`src/rtl/lsu_ctrl.sv`:
```
// Load/store unit controller: computes the effective address, issues one bus read or write, waits for ack or timeout.
// Build option: define LSU_MISALIGN_TRAP_EN to reject misaligned accesses with an o_misaligned pulse instead of aligning them down.
module lsu_ctrl #(
    parameter int AW      = 32,
    parameter int DW      = 32,
    parameter int TIMEOUT = 255
) (
    input  logic            i_clk,
    input  logic            i_rst,
    input  logic            i_clk_en,
    input  logic            i_stall,
    input  logic            i_valid,
    input  logic            i_store,
    input  logic [1:0]      i_size,
    input  logic            i_unsigned,
    input  logic [DW-1:0]   i_rs1,
    input  logic [31:0]     i_imm,
    input  logic [DW-1:0]   i_rs2,
    output logic            o_busy,
    output logic            o_rd_write,
    output logic [DW-1:0]   o_rd,
    output logic            o_misaligned,
    output logic            o_bus_err,
    output logic            o_lsu_read,
    output logic [AW-1:0]   o_r_lsu_addr,
    input  logic [DW-1:0]   i_r_lsu_data,
    input  logic            i_lsu_ack,
    output logic            o_lsu_write,
    output logic [AW-1:0]   o_w_lsu_addr,
    output logic [DW/8-1:0] o_w_lsu_byte_en,
    output logic [DW-1:0]   o_w_lsu_data
);

    localparam int BW = DW / 8;
    localparam int OB = $clog2(BW);

    localparam logic [1:0] S_IDLE = 2'd0;
    localparam logic [1:0] S_RD   = 2'd1;
    localparam logic [1:0] S_WR   = 2'd2;

    localparam logic [16:0] TO_L = 17'(TIMEOUT);

`ifdef LSU_MISALIGN_TRAP_EN
    localparam logic TRAP_EN = 1'b1;
`else
    localparam logic TRAP_EN = 1'b0;
`endif

    function automatic logic [OB-1:0] size_mask(input logic [1:0] sz);
        logic [OB-1:0] m;
        case (sz)
            2'd0:    m = OB'(3'd0);
            2'd1:    m = OB'(3'd1);
            2'd2:    m = OB'(3'd3);
            default: m = OB'(3'd7);
        endcase
        return m;
    endfunction

    function automatic logic [BW-1:0] be_base(input logic [1:0] sz);
        logic [BW-1:0] b;
        for (int i = 0; i < BW; i++) begin
            b[i] = (i < int'(4'd1 << sz));
        end
        return b;
    endfunction

    function automatic logic [DW-1:0] store_rep(input logic [DW-1:0] d, input logic [1:0] sz);
        logic [DW-1:0] r;
        case (sz)
            2'd0:    r = {BW{d[7:0]}};
            2'd1:    r = {(DW/16){d[15:0]}};
            2'd2:    r = {(DW/32){d[31:0]}};
            default: r = d;
        endcase
        return r;
    endfunction

    // d is already shifted so the addressed lane sits at bit 0
    function automatic logic [DW-1:0] load_ext(input logic [DW-1:0] d, input logic [1:0] sz,
                                               input logic uns);
        logic [DW-1:0] r;
        logic          sgn;
        int            nbits;
        nbits = 8 << sz;
        case (sz)
            2'd0:    sgn = d[7];
            2'd1:    sgn = d[15];
            2'd2:    sgn = d[31];
            default: sgn = d[DW-1];
        endcase
        for (int i = 0; i < DW; i++) begin
            if (i >= nbits) begin
                r[i] = uns ? 1'b0 : sgn;
            end else begin
                r[i] = d[i];
            end
        end
        return r;
    endfunction

    logic [1:0]      state_q, state_d;
    logic [15:0]     cnt_q, cnt_d;
    logic [1:0]      size_q, size_d;
    logic            uns_q, uns_d;
    logic [OB-1:0]   off_q, off_d;
    logic            read_q, read_d;
    logic            write_q, write_d;
    logic [AW-1:0]   raddr_q, raddr_d;
    logic [AW-1:0]   waddr_q, waddr_d;
    logic [BW-1:0]   be_q, be_d;
    logic [DW-1:0]   wdata_q, wdata_d;
    logic [DW-1:0]   rd_q, rd_d;
    logic            rd_write_q, rd_write_d;
    logic            bus_err_q, bus_err_d;
    logic            mis_q, mis_d;

    logic [AW-1:0]   ea_s;
    logic [AW-1:0]   bus_addr_s;
    logic [1:0]      eff_size_s;
    logic [OB-1:0]   mask_s;
    logic [OB-1:0]   off_al_s;
    logic            req_misal_s;
    logic [16:0]     cnt_inc_s;
    logic [DW-1:0]   rdata_sh_s;

    assign ea_s        = AW'(i_rs1) + AW'(signed'(i_imm));
    assign bus_addr_s  = {ea_s[AW-1:OB], {OB{1'b0}}};
    assign eff_size_s  = ((DW == 32) && (i_size == 2'd3)) ? 2'd2 : i_size;
    assign mask_s      = size_mask(eff_size_s);
    assign req_misal_s = |(ea_s[OB-1:0] & mask_s);
    assign off_al_s    = ea_s[OB-1:0] & ~mask_s;
    assign cnt_inc_s   = {1'b0, cnt_q} + 17'd1;
    assign rdata_sh_s  = i_r_lsu_data >> {off_q, 3'b000};

    // Next-state: accept in IDLE, then wait for ack (wins over timeout) or the timeout limit
    always_comb begin
        state_d    = state_q;
        cnt_d      = cnt_q;
        size_d     = size_q;
        uns_d      = uns_q;
        off_d      = off_q;
        read_d     = read_q;
        write_d    = write_q;
        raddr_d    = raddr_q;
        waddr_d    = waddr_q;
        be_d       = be_q;
        wdata_d    = wdata_q;
        rd_d       = rd_q;
        rd_write_d = 1'b0;
        bus_err_d  = 1'b0;
        mis_d      = 1'b0;
        case (state_q)
            S_IDLE: begin
                if (i_valid && !i_stall) begin
                    if (TRAP_EN && req_misal_s) begin
                        mis_d = 1'b1;
                    end else begin
                        size_d  = eff_size_s;
                        uns_d   = i_unsigned;
                        off_d   = off_al_s;
                        cnt_d   = 16'd0;
                        raddr_d = bus_addr_s;
                        waddr_d = bus_addr_s;
                        if (i_store) begin
                            write_d = 1'b1;
                            state_d = S_WR;
                            be_d    = be_base(eff_size_s) << off_al_s;
                            wdata_d = store_rep(i_rs2, eff_size_s);
                        end else begin
                            read_d  = 1'b1;
                            state_d = S_RD;
                        end
                    end
                end else begin
                    state_d = S_IDLE;
                end
            end
            S_RD, S_WR: begin
                if (i_lsu_ack) begin
                    read_d  = 1'b0;
                    write_d = 1'b0;
                    state_d = S_IDLE;
                    if (state_q == S_RD) begin
                        rd_d       = load_ext(rdata_sh_s, size_q, uns_q);
                        rd_write_d = 1'b1;
                    end else begin
                        rd_write_d = 1'b0;
                    end
                end else if (cnt_inc_s == TO_L) begin
                    read_d    = 1'b0;
                    write_d   = 1'b0;
                    state_d   = S_IDLE;
                    bus_err_d = 1'b1;
                end else begin
                    cnt_d = cnt_inc_s[15:0];
                end
            end
            default: begin
                state_d = S_IDLE;
                read_d  = 1'b0;
                write_d = 1'b0;
            end
        endcase
    end

    // Registers advance only with i_clk_en; reset overrides the enable
    always_ff @(posedge i_clk) begin
        if (i_rst) begin
            state_q    <= S_IDLE;
            cnt_q      <= '0;
            size_q     <= '0;
            uns_q      <= 1'b0;
            off_q      <= '0;
            read_q     <= 1'b0;
            write_q    <= 1'b0;
            raddr_q    <= '0;
            waddr_q    <= '0;
            be_q       <= '0;
            wdata_q    <= '0;
            rd_q       <= '0;
            rd_write_q <= 1'b0;
            bus_err_q  <= 1'b0;
            mis_q      <= 1'b0;
        end else if (i_clk_en) begin
            state_q    <= state_d;
            cnt_q      <= cnt_d;
            size_q     <= size_d;
            uns_q      <= uns_d;
            off_q      <= off_d;
            read_q     <= read_d;
            write_q    <= write_d;
            raddr_q    <= raddr_d;
            waddr_q    <= waddr_d;
            be_q       <= be_d;
            wdata_q    <= wdata_d;
            rd_q       <= rd_d;
            rd_write_q <= rd_write_d;
            bus_err_q  <= bus_err_d;
            mis_q      <= mis_d;
        end
    end

    assign o_busy          = (state_q != S_IDLE);
    assign o_rd_write      = rd_write_q;
    assign o_rd            = rd_q;
    assign o_misaligned    = mis_q;
    assign o_bus_err       = bus_err_q;
    assign o_lsu_read      = read_q;
    assign o_r_lsu_addr    = raddr_q;
    assign o_lsu_write     = write_q;
    assign o_w_lsu_addr    = waddr_q;
    assign o_w_lsu_byte_en = be_q;
    assign o_w_lsu_data    = wdata_q;

endmodule

```
`config.mk`:
```
export PLATFORM = sky130hd
export DESIGN_NAME = lsu_ctrl
export DESIGN_NICKNAME = d
export VERILOG_FILES = /design/src/rtl/lsu_ctrl.sv
export SDC_FILE = /design/constraint.sdc
export NUM_CORES = 1
export LEC_CHECK = 0
export BUFFER_PORTS_ARGS = -buffer_cell sky130_fd_sc_hd__buf_2
export CAP_MARGIN = 15
export CORE_ASPECT_RATIO = 1.2
export CORE_MARGIN = 5
export CORE_UTILIZATION = 51
export CTS_CLUSTER_SIZE = 14
export DETAILED_ROUTE_END_ITERATION = 6
export GPL_ROUTABILITY_DRIVEN = 0
export PLACE_DENSITY = 0.91
export SYNTH_ARGS = -nofsm -noshare
export SYNTH_HDL_FRONTEND = slang
export SYNTH_SLANG_ARGS = --single-unit
```
`constraint.sdc`:
```
create_clock -name i_clk -period 3.45 [get_ports i_clk]
set_input_delay 0.69 -clock i_clk [delete_from_list [all_inputs] [get_ports i_clk]]
set_output_delay 0.69 -clock i_clk [all_outputs]
set_load 0.01 [all_outputs]
```
==> metrics.md <==
| Metric | Value |
|---|---|
| Result of the run | `finished clean` |
| Number of clock sinks | `125` |
| RSZ-0062 raised after global routing | `no` |
| Main flop type after synthesis | `dfxtp_1` |
| Data arrival time of the critical path | `between 3000 and 4000 ps` |
| Endpoints failing setup | `0` |
| Starting Density | `around 52%` |
| Number of nets in the finished design | `approximately 1400` |
| Antenna violations before repair | `0` |
| Total of hold buffers inserted after clock tree synthesis | `0` |
| Netlist cell types | `64` |
| Async set or reset register ratio after synthesis | `0%` |
| Core area | `approximately 15000 sq um` |
| Master cell of the clock root buffer | `clkbuf_16` |
| Transition time of the tightest slew-check pin | `~760 ps` |
| Family of cells with the greatest summed delay on the critical path | `simple AND/OR/NAND/NOR gates` |
| Category of the worst setup path launch point | `register` |
| CP dominant cell by count | `nor3_1` |
| Number of synthesized register bits | `around 130` |
| Largest net degree at the start of global routing | `slightly above 60` |
| Vias after detailed routing | `between 8000 and 9000` |
| DIE AREA | `approximately 18000 sq um` |
| Startpoint of the tightest hold check path | `o_w_lsu_data[6]` |
| Number of buffers created by CTS | `17` |
| Peak per-stage delay on the critical path | `around 500 ps` |
| Shortest clock period the worst path allows after layout | `~3100 ps` |
| Area taken by flip-flops and latches | `2500 sq um` |
| Total number of H-tree levels | `4` |
| Die height | `between 100 and 150 microns` |
| Detailed-route wire length per cell | `around 17 microns` |
| Number of max-cap violations | `0` |
| Number of warnings issued by yosys | `0` |
| Placed instance area | `a little under 9000 sq um` |
| Count of pins on the block boundary | `approximately 280` |
| # diodes | `0` |
| Skew final | `about 8.4 ps` |
| # Post-CTS Setup Buffers | `0` |
| Overflow left after global routing | `0` |
| Global-route wire length before repair | `around 37000 microns` |
| Slew Limit Headroom | `49.2%` |
| Beginning of the critical path | `cnt_q[1]` |
| Cells along the critical path | `ha_1 -> inv_1 -> nor3_1 -> nand4b_1 -> a22oi_1 -> a31o_4 -> or3_1 -> nor3_1 -> o21bai_1` |
| Maximum achievable frequency | `roughly 320 MHz` |
| Fillers | `around 1300` |
| Post-CTS clock slew at the launch and capture registers of the worst setup and hold paths | `50 ps` |
| Mean post-synth cell area | `about 7.7 sq um` |
| Count of input and output buffers | `270` |
| Detailed-route DRC error count | `0` |
| Detailed Routing Iterations Pass 1 | `5` |
| Min-delay worst type | `register to register` |
| Number of global-route vias before repair | `7667` |
| Remaining antenna violation count after routing | `0` |
| Overall power | `3.97 mW` |
| Power density cells | `419 nW/um^2` |
| Type of element capturing the critical path | `register` |
| Final wirelength | `roughly 24000 microns` |
| Total negative slack | `0 ps` |
| Standby leakage power | `roughly 4.2 nW` |
| Number of hold violations in the final report | `0` |
| Peak supply drop | `~0.26 mV` |
| Cell count after synthesis | `999` |
| Die Width | `between 100 and 150 microns` |
| Final critical-path share of the clock period | `91.1%` |
| Final standard cell area without fillers | `9480 sq um` |
| Sequential fraction of the synthesis area | `between 30% and 40%` |
| Detailed Route Iter0 Violations | `480` |
| Post-synth EDFFs | `0` |
| Maximum fanout along the worst path | `14` |
| Detailed placement HPWL | `between 15000 and 20000 microns` |
| Number of buffers on the longest clock path | `2` |
| Final-report max-slew violation count | `0` |
| R2r startpoint | `cnt_q[1]` |
| Routed vias/inst | `5.72` |
| Cell area after synthesis | `around 7700 sq um` |
| Data required time at the worst endpoint | `3730 ps` |
| Buffering stage count on the worst path with inverters included | `1` |
| Global routing usage summed across all routing layers | `between 20% and 30%` |
| Crit Path Class | `register to register` |
| Combined area of the multi-input logic cells | `between 4000 and 5000 sq um` |
| TritonCTS clock tree | `built` |
| Critical-path top delay cell | `or3_1` |
| Source-to-sink clock delay at the later pin of the worst-skew pair | `roughly 400 ps` |
| Share of post-route cells with drive strength above 1 | `between 20% and 30%` |
| Site Rows | `between 40 and 50` |
| Synth-to-Final Area Change | `23.4%` |
| Resized Gates After CTS | `0` |
worst paths after layout:
kind	end	slack, ps	cells past startpoint
worst min register to register	o_w_lsu_data[6]	450	2
worst max-delay path	cnt_q[11]	310	9
worst min-delay path	o_w_lsu_data[6]	450	2
worst max register to register	cnt_q[11]	310	9
per-stage QoR:
stage / hold slack, ps / util, % / std cells / setup WS [ps]
6_report: 449 / 63.6 / 1425 / 307
5_1_grt: 476 / 63.6 / 1425 / 116
4_1_cts: 450 / 63.6 / 1425 / 376
3_5_place_dp: 443 / 59.7 / 1395 / 157
3_3_place_gp: 437 / 59.7 / 1395 / 249
2_1_floorplan: 449 / - / 1003 / 526
sequential cells by signal, summed over array words and instances (netlist names):
signal	count
state_q	2
o_lsu_write	1
cnt_q	16
o_lsu_read	1
o_w_lsu_byte_en	4
off_q	2
o_rd_write	1
o_bus_err	1
size_q	2
o_r_lsu_addr	30
o_w_lsu_data	32
uns_q	1
o_rd	32
metal layers:
metal,track usage (%),up-vias,wire [microns]
li1,-,3944,-
met5,0,-,0
met3,4.97,76,1800
met1,30.6,3731,9200
met2,46.2,399,12000
met4,10.5,0,854
worst min-delay path, delay by kind of cell, from the launching register on:
family | cells | cell delay, ps
flops | 1 | 300
compound gates | 1 | 50
simple gates | 1 | 50
placed cells by master (no fill, tap or decap), drive strengths merged, types with 4 or more instances in the layout:
| cell type | synthesis | final |
|---|---|---|
| buf | 47 | 287 |
| nand2 | 162 | 162 |
| dfxtp | 125 | 125 |
| a21oi | 113 | 113 |
| nor2 | 88 | 88 |
| o21ai | 63 | 63 |
| ha | 35 | 35 |
| mux2i | 32 | 32 |
| nor3 | 30 | 30 |
| a211oi | 29 | 29 |
| nand3 | 26 | 26 |
| clkbuf | 52 | 23 |
| xnor2 | 17 | 17 |
| inv | 12 | 12 |
| a21o | 12 | 12 |
| o211ai | 11 | 11 |
| o31ai | 10 | 10 |
| a31oi | 9 | 9 |
| a311oi | 9 | 9 |
| nor2b | 8 | 8 |
| nand2b | 8 | 8 |
| mux2 | 8 | 8 |
| xor2 | 8 | 8 |
| o21a | 7 | 7 |
| and2 | 7 | 7 |
| o41ai | 7 | 7 |
| and3 | 5 | 5 |
| or3 | 5 | 5 |
| o21bai | 5 | 5 |
| conb | 1 | 5 |
| and4 | 4 | 4 |
| nand3b | 4 | 4 |
| clkinv | 0 | 4 |
cell families after synthesis:
family / count (synthesis) / share of synthesized area, %
and+or+nand+nor: 364 / 21.6
AOI/OAI and AO/OA: 297 / 24.1
DFF: 125 / 32.6
buffers and inverters: 111 / 7.46
muxes: 40 / 5.35
adders and majority gates: 36 / 5.96
xor gates and xnor gates: 25 / 2.85
other: 1 / 0.0488
cells in the mapped netlist (all sizes together), types with 3 or more instances:
cell | number | share of area [%]
o21ai | 63 | 4.2
dfxtp | 125 | 33
inv | 12 | 0.59
nor3 | 30 | 2.0
nor2b | 8 | 0.65
nand2b | 8 | 0.65
o21bai | 5 | 0.49
and4 | 4 | 0.46
nand4 | 3 | 0.24
and3 | 5 | 0.41
nor2 | 88 | 4.3
a211oi | 29 | 2.8
a21boi | 3 | 0.29
nand3 | 26 | 1.9
nand4b | 3 | 0.34
buf | 47 | 4.3
mux2 | 8 | 1.2
a21oi | 113 | 7.4
or2 | 3 | 0.24
o211ai | 11 | 1.1
and2 | 7 | 0.59
nand3b | 4 | 0.39
a31oi | 9 | 0.73
xnor2 | 17 | 1.9
a21o | 12 | 1.2
or3 | 5 | 0.41
clkbuf | 52 | 2.5
a22oi | 3 | 0.29
ha | 35 | 5.7
xor2 | 8 | 0.91
o31ai | 10 | 0.98
nand2 | 162 | 7.9
o21a | 7 | 0.68
a311oi | 9 | 1.0
mux2i | 32 | 4.2
o41ai | 7 | 1.1
power breakdown:
part | switching (mW) | internal (mW) | leakage (nW)
combinational | 0.418 | 0.298 | 2.91
clock | 0.618 | 1.13 | 0.285
sequential | 0.0274 | 1.48 | 1.01
total | 1.06 | 2.91 | 4.20
cell type report:
cell class,count,area share [%]
clock buffers,23,5.15
clock inverters,7,0.924
inverters,12,0.475
multi-input cells,767,48.7
flip-flops and latches,125,26.4
well taps,204,2.69
repair buffers,287,15.6
(Power assumes the default switching activity.)
